**src/rtl/multisim_axi_pkg.sv**
```systemverilog
// Shared types and helpers for the multisim AXI transaction limiter.
package multisim_axi_pkg;

    typedef enum logic [1:0] {
        ST_RUN   = 2'd0,
        ST_DRAIN = 2'd1,
        ST_IDLE  = 2'd2
    } lim_state_e;

    // Default R payload; any replacement type must also carry a 1-bit 'last'.
    typedef struct packed {
        logic [31:0] data;
        logic        last;
    } axi_r_dflt_t;

    function automatic int cnt_width(input int max_txn);
        return (max_txn < 32'sd1) ? 32'sd1 : $clog2(max_txn + 32'sd1);
    endfunction

endpackage

```
**src/rtl/multisim_txn_counter.sv**
```systemverilog
// Outstanding-transaction counter with a limit flag and a sticky error on underflow/overflow.
module multisim_txn_counter
    import multisim_axi_pkg::*;
#(
    parameter int MAX = 8,
    localparam int W  = cnt_width(MAX)
) (
    input  logic         clk,
    input  logic         rst_n,
    input  logic         i_inc,
    input  logic         i_dec,
    output logic [W-1:0] o_count,
    output logic         o_at_max,
    output logic         o_err
);

    localparam logic [W-1:0] MAX_C = W'(MAX);
    localparam logic [W-1:0] ONE_C = W'(1'b1);

    logic [W-1:0] r_count;
    logic [W-1:0] w_count_nxt;
    logic         r_err;
    logic         w_err_nxt;

    // Next count; simultaneous inc/dec cancel, illegal moves hold the count and flag
    always_comb begin
        w_count_nxt = r_count;
        w_err_nxt   = r_err;
        if (i_inc && !i_dec) begin
            if (r_count >= MAX_C) begin
                w_err_nxt = 1'b1;
            end else begin
                w_count_nxt = r_count + ONE_C;
            end
        end else if (i_dec && !i_inc) begin
            if (r_count == '0) begin
                w_err_nxt = 1'b1;
            end else begin
                w_count_nxt = r_count - ONE_C;
            end
        end else begin
            w_count_nxt = r_count;
        end
    end

    // Count and sticky error registers
    always_ff @(posedge clk or negedge rst_n) begin
        if (!rst_n) begin
            r_count <= '0;
            r_err   <= 1'b0;
        end else begin
            r_count <= w_count_nxt;
            r_err   <= w_err_nxt;
        end
    end

    assign o_count  = r_count;
    assign o_at_max = (r_count >= MAX_C);
    assign o_err    = r_err;

endmodule

```
**src/rtl/multisim_axi_txn_limiter.sv**
```systemverilog
// Zero-latency AXI pass-through that caps outstanding writes/reads and supports drain/quiesce.
// Optional statistics counters with an end-of-sim report: define MULTISIM_AXI_LIMITER_STATS_EN.
module multisim_axi_txn_limiter
    import multisim_axi_pkg::*;
#(
    parameter type axi_aw_t = logic [31:0],
    parameter type axi_w_t  = logic [31:0],
    parameter type axi_b_t  = logic [1:0],
    parameter type axi_ar_t = logic [31:0],
    parameter type axi_r_t  = axi_r_dflt_t,
    parameter int  MAX_WR_TXN = 8,
    parameter int  MAX_RD_TXN = 8
) (
    input  logic    clk,
    input  logic    rst_n,
    input  axi_aw_t i_axi_s_aw,
    input  logic    i_axi_s_awvalid,
    output logic    o_axi_s_awready,
    input  axi_w_t  i_axi_s_w,
    input  logic    i_axi_s_wvalid,
    output logic    o_axi_s_wready,
    output axi_b_t  o_axi_s_b,
    output logic    o_axi_s_bvalid,
    input  logic    i_axi_s_bready,
    input  axi_ar_t i_axi_s_ar,
    input  logic    i_axi_s_arvalid,
    output logic    o_axi_s_arready,
    output axi_r_t  o_axi_s_r,
    output logic    o_axi_s_rvalid,
    input  logic    i_axi_s_rready,
    output axi_aw_t o_axi_m_aw,
    output logic    o_axi_m_awvalid,
    input  logic    i_axi_m_awready,
    output axi_w_t  o_axi_m_w,
    output logic    o_axi_m_wvalid,
    input  logic    i_axi_m_wready,
    input  axi_b_t  i_axi_m_b,
    input  logic    i_axi_m_bvalid,
    output logic    o_axi_m_bready,
    output axi_ar_t o_axi_m_ar,
    output logic    o_axi_m_arvalid,
    input  logic    i_axi_m_arready,
    input  axi_r_t  i_axi_m_r,
    input  logic    i_axi_m_rvalid,
    output logic    o_axi_m_rready,
    input  logic    i_drain_req,
    output logic    o_idle,
    output logic [cnt_width(MAX_WR_TXN)-1:0] o_wr_outstanding,
    output logic [cnt_width(MAX_RD_TXN)-1:0] o_rd_outstanding,
    output logic    o_err
);

    localparam int WW = cnt_width(MAX_WR_TXN);
    localparam int RW = cnt_width(MAX_RD_TXN);

    lim_state_e    r_state;
    lim_state_e    w_state_nxt;
    logic          r_idle;
    logic          w_wr_at_max, w_rd_at_max, w_wr_err, w_rd_err;
    logic [WW-1:0] w_wr_cnt;
    logic [RW-1:0] w_rd_cnt;
    logic          w_aw_open, w_ar_open;
    logic          w_aw_hs, w_ar_hs, w_b_hs, w_r_last_hs;

    assign w_aw_open   = (r_state == ST_RUN) && !w_wr_at_max;
    assign w_ar_open   = (r_state == ST_RUN) && !w_rd_at_max;
    assign w_aw_hs     = i_axi_s_awvalid & i_axi_m_awready & w_aw_open;
    assign w_ar_hs     = i_axi_s_arvalid & i_axi_m_arready & w_ar_open;
    assign w_b_hs      = i_axi_m_bvalid & i_axi_s_bready;
    assign w_r_last_hs = i_axi_m_rvalid & i_axi_s_rready & i_axi_m_r.last;

    assign o_axi_m_aw      = i_axi_s_aw;
    assign o_axi_m_awvalid = i_axi_s_awvalid & w_aw_open;
    assign o_axi_s_awready = i_axi_m_awready & w_aw_open;
    assign o_axi_m_ar      = i_axi_s_ar;
    assign o_axi_m_arvalid = i_axi_s_arvalid & w_ar_open;
    assign o_axi_s_arready = i_axi_m_arready & w_ar_open;
    assign o_axi_m_w       = i_axi_s_w;
    assign o_axi_m_wvalid  = i_axi_s_wvalid;
    assign o_axi_s_wready  = i_axi_m_wready;
    assign o_axi_s_b       = i_axi_m_b;
    assign o_axi_s_bvalid  = i_axi_m_bvalid;
    assign o_axi_m_bready  = i_axi_s_bready;
    assign o_axi_s_r       = i_axi_m_r;
    assign o_axi_s_rvalid  = i_axi_m_rvalid;
    assign o_axi_m_rready  = i_axi_s_rready;

    multisim_txn_counter #(.MAX(MAX_WR_TXN)) u_wr_cnt (
        .clk      (clk),
        .rst_n    (rst_n),
        .i_inc    (w_aw_hs),
        .i_dec    (w_b_hs),
        .o_count  (w_wr_cnt),
        .o_at_max (w_wr_at_max),
        .o_err    (w_wr_err)
    );

    multisim_txn_counter #(.MAX(MAX_RD_TXN)) u_rd_cnt (
        .clk      (clk),
        .rst_n    (rst_n),
        .i_inc    (w_ar_hs),
        .i_dec    (w_r_last_hs),
        .o_count  (w_rd_cnt),
        .o_at_max (w_rd_at_max),
        .o_err    (w_rd_err)
    );

    // Quiesce FSM; idle is judged on registered counts, so IDLE lags the last completion by a cycle
    always_comb begin
        w_state_nxt = r_state;
        case (r_state)
            ST_RUN: begin
                if (i_drain_req) w_state_nxt = ST_DRAIN;
                else             w_state_nxt = ST_RUN;
            end
            ST_DRAIN: begin
                if (!i_drain_req)                              w_state_nxt = ST_RUN;
                else if ((w_wr_cnt == '0) && (w_rd_cnt == '0)) w_state_nxt = ST_IDLE;
                else                                           w_state_nxt = ST_DRAIN;
            end
            ST_IDLE: begin
                if (!i_drain_req) w_state_nxt = ST_RUN;
                else              w_state_nxt = ST_IDLE;
            end
            default: w_state_nxt = ST_RUN;
        endcase
    end

    // State register and registered idle flag
    always_ff @(posedge clk or negedge rst_n) begin
        if (!rst_n) begin
            r_state <= ST_RUN;
            r_idle  <= 1'b0;
        end else begin
            r_state <= w_state_nxt;
            r_idle  <= (w_state_nxt == ST_IDLE);
        end
    end

    assign o_idle           = r_idle;
    assign o_wr_outstanding = w_wr_cnt;
    assign o_rd_outstanding = w_rd_cnt;
    assign o_err            = w_wr_err | w_rd_err;

`ifdef MULTISIM_AXI_LIMITER_STATS_EN
    logic [31:0]   r_st_aw_total, r_st_ar_total, r_st_aw_stall, r_st_ar_stall;
    logic [WW-1:0] r_st_wr_peak;
    logic [RW-1:0] r_st_rd_peak;

    function automatic logic [31:0] sat_inc(input logic [31:0] v);
        return (v == 32'hFFFF_FFFF) ? v : v + 32'd1;
    endfunction

    // Traffic statistics; a stall counts only when the limit itself blocks a presented request
    always_ff @(posedge clk or negedge rst_n) begin
        if (!rst_n) begin
            r_st_aw_total <= 32'd0;
            r_st_ar_total <= 32'd0;
            r_st_aw_stall <= 32'd0;
            r_st_ar_stall <= 32'd0;
            r_st_wr_peak  <= '0;
            r_st_rd_peak  <= '0;
        end else begin
            if (w_aw_hs) r_st_aw_total <= sat_inc(r_st_aw_total);
            if (w_ar_hs) r_st_ar_total <= sat_inc(r_st_ar_total);
            if (i_axi_s_awvalid && (r_state == ST_RUN) && w_wr_at_max) r_st_aw_stall <= sat_inc(r_st_aw_stall);
            if (i_axi_s_arvalid && (r_state == ST_RUN) && w_rd_at_max) r_st_ar_stall <= sat_inc(r_st_ar_stall);
            if (w_wr_cnt > r_st_wr_peak) r_st_wr_peak <= w_wr_cnt;
            if (w_rd_cnt > r_st_rd_peak) r_st_rd_peak <= w_rd_cnt;
        end
    end

    final begin
        $display("%m: aw_total=%0d ar_total=%0d aw_stall=%0d ar_stall=%0d wr_peak=%0d rd_peak=%0d",
                 r_st_aw_total, r_st_ar_total, r_st_aw_stall, r_st_ar_stall, r_st_wr_peak, r_st_rd_peak);
    end
`endif

endmodule

```
**config.mk**
```make
export PLATFORM = sky130hd
export DESIGN_NAME = multisim_axi_txn_limiter
export DESIGN_NICKNAME = d
export VERILOG_FILES = /design/src/rtl/multisim_axi_pkg.sv /design/src/rtl/multisim_txn_counter.sv /design/src/rtl/multisim_axi_txn_limiter.sv
export SDC_FILE = /design/constraint.sdc
export NUM_CORES = 1
export LEC_CHECK = 0
export CORE_AREA = 3 3 114 116
export DETAILED_ROUTE_END_ITERATION = 6
export DIE_AREA = 0 0 117 119
export GPL_TIMING_DRIVEN = 0
export PLACE_DENSITY_LB_ADDON = 0.12
export SLEW_MARGIN = 10
export SYNTH_ARGS = -nofsm -noshare
export SYNTH_HDL_FRONTEND = slang
export SYNTH_SLANG_ARGS = --single-unit
export TNS_END_PERCENT = 30
```
**constraint.sdc**
```tcl
create_clock -name clk -period 3.06 [get_ports clk]
set_input_delay 0.918 -clock clk [delete_from_list [all_inputs] [get_ports clk]]
set_output_delay 0.918 -clock clk [all_outputs]
set_load 0.03 [all_outputs]
```
# Word-level counts from Yosys, hierarchy flattened
# Cells that the tools add are included.
[op_classes] n_addsub=4 order_cmp=2 n_eq_ne=9 muxes=21 bitwise_logic=12 n_reduce_logical=24
[ops] op="$mux 4" n=8
[ops] op="$reduce_and 3->1" n=4
[ops] op="$and 1x1->1" n=11
[ops] op="$mux 1" n=9
[ops] op="$add 4x1->4 const B" n=2
[ops] op="$ge 4x4->1 const B" n=2
[ops] op="$logic_not 4->1" n=2
[ops] op="$ne 2x2->1 const B" n=4
[ops] op="$reduce_bool 2->1" n=4
[ops] op="$sub 4x1->4 const B" n=2
[ops] op="$logic_and 1x1->1" n=7
[ops] op="$logic_not 1->1" n=6
[ops] op="$mux 2" n=3
[ops] op="$pmux 2 s3" n=1
[ops] op="$eq 2x2->1 const B" n=2
[ops] op="$ne 2x1->1 const B" n=2
[ops] op="$eq 2x1->1 const B" n=1
[ops] op="$logic_not 2->1" n=1
[ops] op="$or 1x1->1" n=1
[word_totals] reg_bits=13 input_bits=144 out_inout_bits=151 wordCells=78

# Depth between registers and ports, before layout
[logic_depth] word_depth=8 mapped_depth=11

# Modules after synthesis
# Synthesis repeated with hierarchy kept, for this count alone.
[hier_totals] hier_cells=239 area_unflattened_um2=1961.9
[modules_own_cells] mod="multisim_axi_txn_limiter" instances=1 cells_per_inst=159 area_per_inst_um2=1233.7 seq_area_each_um2=75.1
[modules_own_cells] mod="multisim_txn_counter" instances=2 cells_per_inst=40 area_per_inst_um2=364.1 seq_area_each_um2=125.1

# Least setup slack after synthesis
# OpenSTA, ideal clock, no wires.
[synth_timing] kind="input-to-reg" from="in i_axi_s_arvalid" to="reg u_rd_cnt.r_count[3], in the netlist u_rd_cnt.o_count[3]" setup_ps=125 arrival_time_ps=2815 setup_slack_ps=120 path_stages=9 path_cell_list="and2_1 -> nand2_1 -> inv_1 -> ha_1 -> inv_1 -> ha_1 -> a31o_1 -> a221o_1 -> mux2_4"
[synth_via] elab_chain_len=6
[synth_rtl] element="start, declared" line_no="multisim_axi_txn_limiter.sv:26" source="input logic i_axi_s_arvalid,"
[synth_rtl] element="$and 1x1->1 * (2 in series)" line_no="multisim_axi_txn_limiter.sv:68" source="assign w_ar_hs = i_axi_s_arvalid & i_axi_m_arready & w_ar_open;"
[synth_rtl] element="$logic_not 1->1" line_no="multisim_txn_counter.sv:35" source="end else if (i_dec && !i_inc) begin"
[synth_rtl] element="$logic_and 1x1->1" line_no="multisim_txn_counter.sv:35"
[synth_rtl] element="$reduce_bool 2->1 (no source line)"
[synth_rtl] element="$reduce_and 3->1 (no source line)"
[synth_rtl] element="end signal, assigned" line_no="multisim_txn_counter.sv:52" source="r_count <= w_count_nxt;"
[synth_rtl] element="end, declared" line_no="multisim_txn_counter.sv:20" source="logic [W-1:0] r_count;"
# Every way passes the cells marked *; elsewhere a longest branch is shown, timed or not.
# A chain may end at the register's enable or synchronous reset.

# Worst setup path in the final report
# Same ends and word-level chain as after synthesis.

==> impl_metrics.py <==
metrics = {
    "pwr": {
        "p_leak_nw": 1.74,
        "power_mw": 1.73,
        "power.density_mw_per_mm2": 453,
        "irDropWorstVdd_mv": 0.184,
    },
    "critical_path": {
        "end_kind": "flip-flop",
        "critPathMaxFanout": 4,
        "critPathLaunchType": "input port",
        "crit_required_ns": 3.18,
        "path_class": "input port to flip-flop",
        "crit_arrival_ns": 3.08,
    },
    "detailed_routing": {
        "drc": 0,
        "avgRoutedWirePerCell_um": 10.9,
        "first_pass_iters": 4,
        "wl_met2_mm": 2.98,
        "routed.top_layer": "met4",
        "routedLengthMet1_mm": 2.06,
        "dr.first_iter.drc_count": 34,
        "viasPerCell": 3.50,
        "dr_wl_met3_um": 815,
        "vias": 1885,
        "ant_nets": 0,
        "wl_mm": 5.89,
    },
    "sta": {
        "slew_viol_final": 0,
        "fin_skew_ns": 0.000787,
        "fmax_ghz": 0.338,
        "post-route-period-util": 0.967,
        "tightest_slew_ns": 0.642,
        "slew_headroom": 0.571,
        "setup_tns_ns": 0,
        "hold_ws_ns": 0.470,
        "fin_ws_ns": 0.101,
        "setup_viol": 0,
        "rsz0062_at_grt": "false",
        "hold_violations": 0,
        "fin_crit_ns": 2.96,
    },
    "logic_synthesis": {
        "synth.avg_cell_area_um2": 8.50,
        "ys_seq_area_frac": 0.169,
        "yosys_warnings": 0,
        "netlist_area_mm2": 0.00192,
        "yosys-top-cells-area": "buf_4 (54%), dfrtp_1 (17%), ha_1 (6.5%), and2_1 (2.3%), xnor2_1 (2.3%)",
        "synth_ff_type": "dfrtp_1",
        "synth_cells": 226,
        "ys_types": 29,
        "synth-edff-count": 0,
        "synth-seq-cells": 13,
        "yosysTopAreaCell": "buf_4",
        "syn_nets": 380,
        "async_flop_share": 1.00,
        "synth.top_cell.area_share": 0.536,
    },
    "placement": {
        "placed_area_mm2": 0.00373,
        "hpwl_mm": 5.31,
        "place_ws_ns": -0.282,
        "placed_cells": 535,
        "gp_congestion": 0.698,
        "portBuffers": 162,
    },
    "global_route": {
        "grt_pass1_vias": 1737,
        "grt.overflow.total": 0,
        "antenna_found_initial": 0,
        "grt_max_degree": 14,
        "grt_pass1_wl_mm": 8.05,
        "track_usage": 0.0713,
    },
    "clock_network": {
        "clk_latency_ns": 0.24,
        "post-cts-setup-buffers": 0,
        "clk_pin_slew_ns": 0.04,
        "cts_tree": "built",
        "h-tree-depth": 1,
        "cts_buffers": 3,
        "clockBufferDepth": 2,
        "clockRootBuffer": "clkbuf_16",
        "postCtsHoldBufs": 0,
        "cts_sinks": 13,
    },
    "floorplanning": {
        "core_mm2": 0.0120,
        "die_height_um": 119,
        "fp.dieW_um": 117,
        "start_util": 0.160,
        "io_pins": 295,
        "die_area_mm2": 0.0139,
        "rows": 40,
    },
    "layout": {
        "layout_commonest_cell": "clkdlybuf4s50_1",
        "fillCellCount": 1252,
        "drive_gt1_frac": 0.398,
        "stdcell_area_mm2": 0.00381,
        "area_growth_pct": 98.6,
        "fin_cells": 539,
        "mostFrequentLayoutCells": "clkdlybuf4s50_1 (153), buf_4 (142), dfrtp_1 (13)",
        "nets": 547,
        "antennaDiodeCount": 0,
        "final_util": 0.318,
    },
    "worst_hold_path": {
        "hold_path.class": "flip-flop to flip-flop",
    },
    "status": {
        "status": "complete, no violations",
    },
    "flow_run": {
        "cap_viol_max_count": 0,
    },
}
## report_power, final
part | internal [mW] | leakage [nW] | total [mW] | switching (mW)
Clock | 0.175 | 0.0382 | 0.244 | 0.0683
Sequential | 0.242 | 0.154 | 0.348 | 0.106
Combinational | 0.568 | 1.54 | 1.14 | 0.568
## Yosys cell counts, drive strengths merged, types with 3 or more instances
master    n
a21oi     5
and2      7
buf     137
dfrtp    13
ha       10
inv       8
mux2      4
nand2     8
o21ai     3
xnor2     5
## per-layer routing
layer	track usage	up-vias
met1	0.0748	806
met2	0.132	162
met4	0.0151	0
met3	0.0279	2
met5	0	-
li1	-	915
## sequential cells by signal (all words and copies together), names as in the netlist
| name | count |
|---|---|
| u_rd_cnt.o_err | 1 |
| o_idle | 1 |
| u_wr_cnt.o_err | 1 |
| u_wr_cnt.o_count | 4 |
| u_rd_cnt.o_count | 4 |
| r_state | 2 |
## worst max-delay path: stages
cell             delay, ns
clkdlybuf4s50_1       0.44
and2_1                0.13
nand2_1               0.10
inv_2                 0.09
ha_4                  0.16
inv_1                 0.07
ha_1                  0.32
a31o_1                0.19
a221o_1               0.37
mux2_4                0.30
## final timing paths
| check | startpoint | slack [ns] | to | depth (start not counted) |
|---|---|---|---|---|
| setup / recovery | i_axi_s_arvalid | 0.10 | u_rd_cnt.o_count[3]$_DFFE_PN0P_ | 10 |
| hold / removal | u_wr_cnt.o_err$_DFFE_PN0P_ | 0.47 | u_wr_cnt.o_err$_DFFE_PN0P_ | 1 |
| setup reg to reg | u_rd_cnt.o_count[3]$_DFFE_PN0P_ | 0.42 | u_rd_cnt.o_count[3]$_DFFE_PN0P_ | 10 |
| hold reg to reg | u_wr_cnt.o_err$_DFFE_PN0P_ | 0.47 | u_wr_cnt.o_err$_DFFE_PN0P_ | 1 |
| max in group asynchronous | rst_n | 1.57 | u_wr_cnt.o_count[2]$_DFFE_PN0P_ | 1 |
| min in group asynchronous | rst_n | 1.08 | u_wr_cnt.o_count[1]$_DFFE_PN0P_ | 1 |
## final cells by class
| cell class | instances | area, µm² | share of cell area |
|---|---|---|---|
| multi-input cells | 68 | 564 | 0.148 |
| inverters | 8 | 30.0 | 0.00787 |
| well taps | 147 | 184 | 0.0482 |
| repair buffers | 162 | 1600 | 0.420 |
| plain buffers | 137 | 1030 | 0.270 |
| clock buffers | 4 | 78.8 | 0.0207 |
| flip-flops and latches | 13 | 325 | 0.0853 |
## logic make-up (layout without fill, tap and decap cells)
logic type / count (synthesis) / after routing / share of synthesized area
AOI/OAI and AO/OA: 15 / 15 / 0.0619
buffers and inverters: 145 / 311 / 0.551
adders and majority gates: 10 / 10 / 0.0651
and+or+nand+nor: 30 / 30 / 0.0847
xor gates and xnor gates: 7 / 7 / 0.0319
DFF: 13 / 13 / 0.169
muxes: 6 / 6 / 0.0358
## what timing repair did
action	in CTS	in global routing
endpoints found under the hold margin	0	0
cloned	0	0
resized for setup	11	3
setup endpoints to repair	11	2
Power figures use the tool's default switching activity.
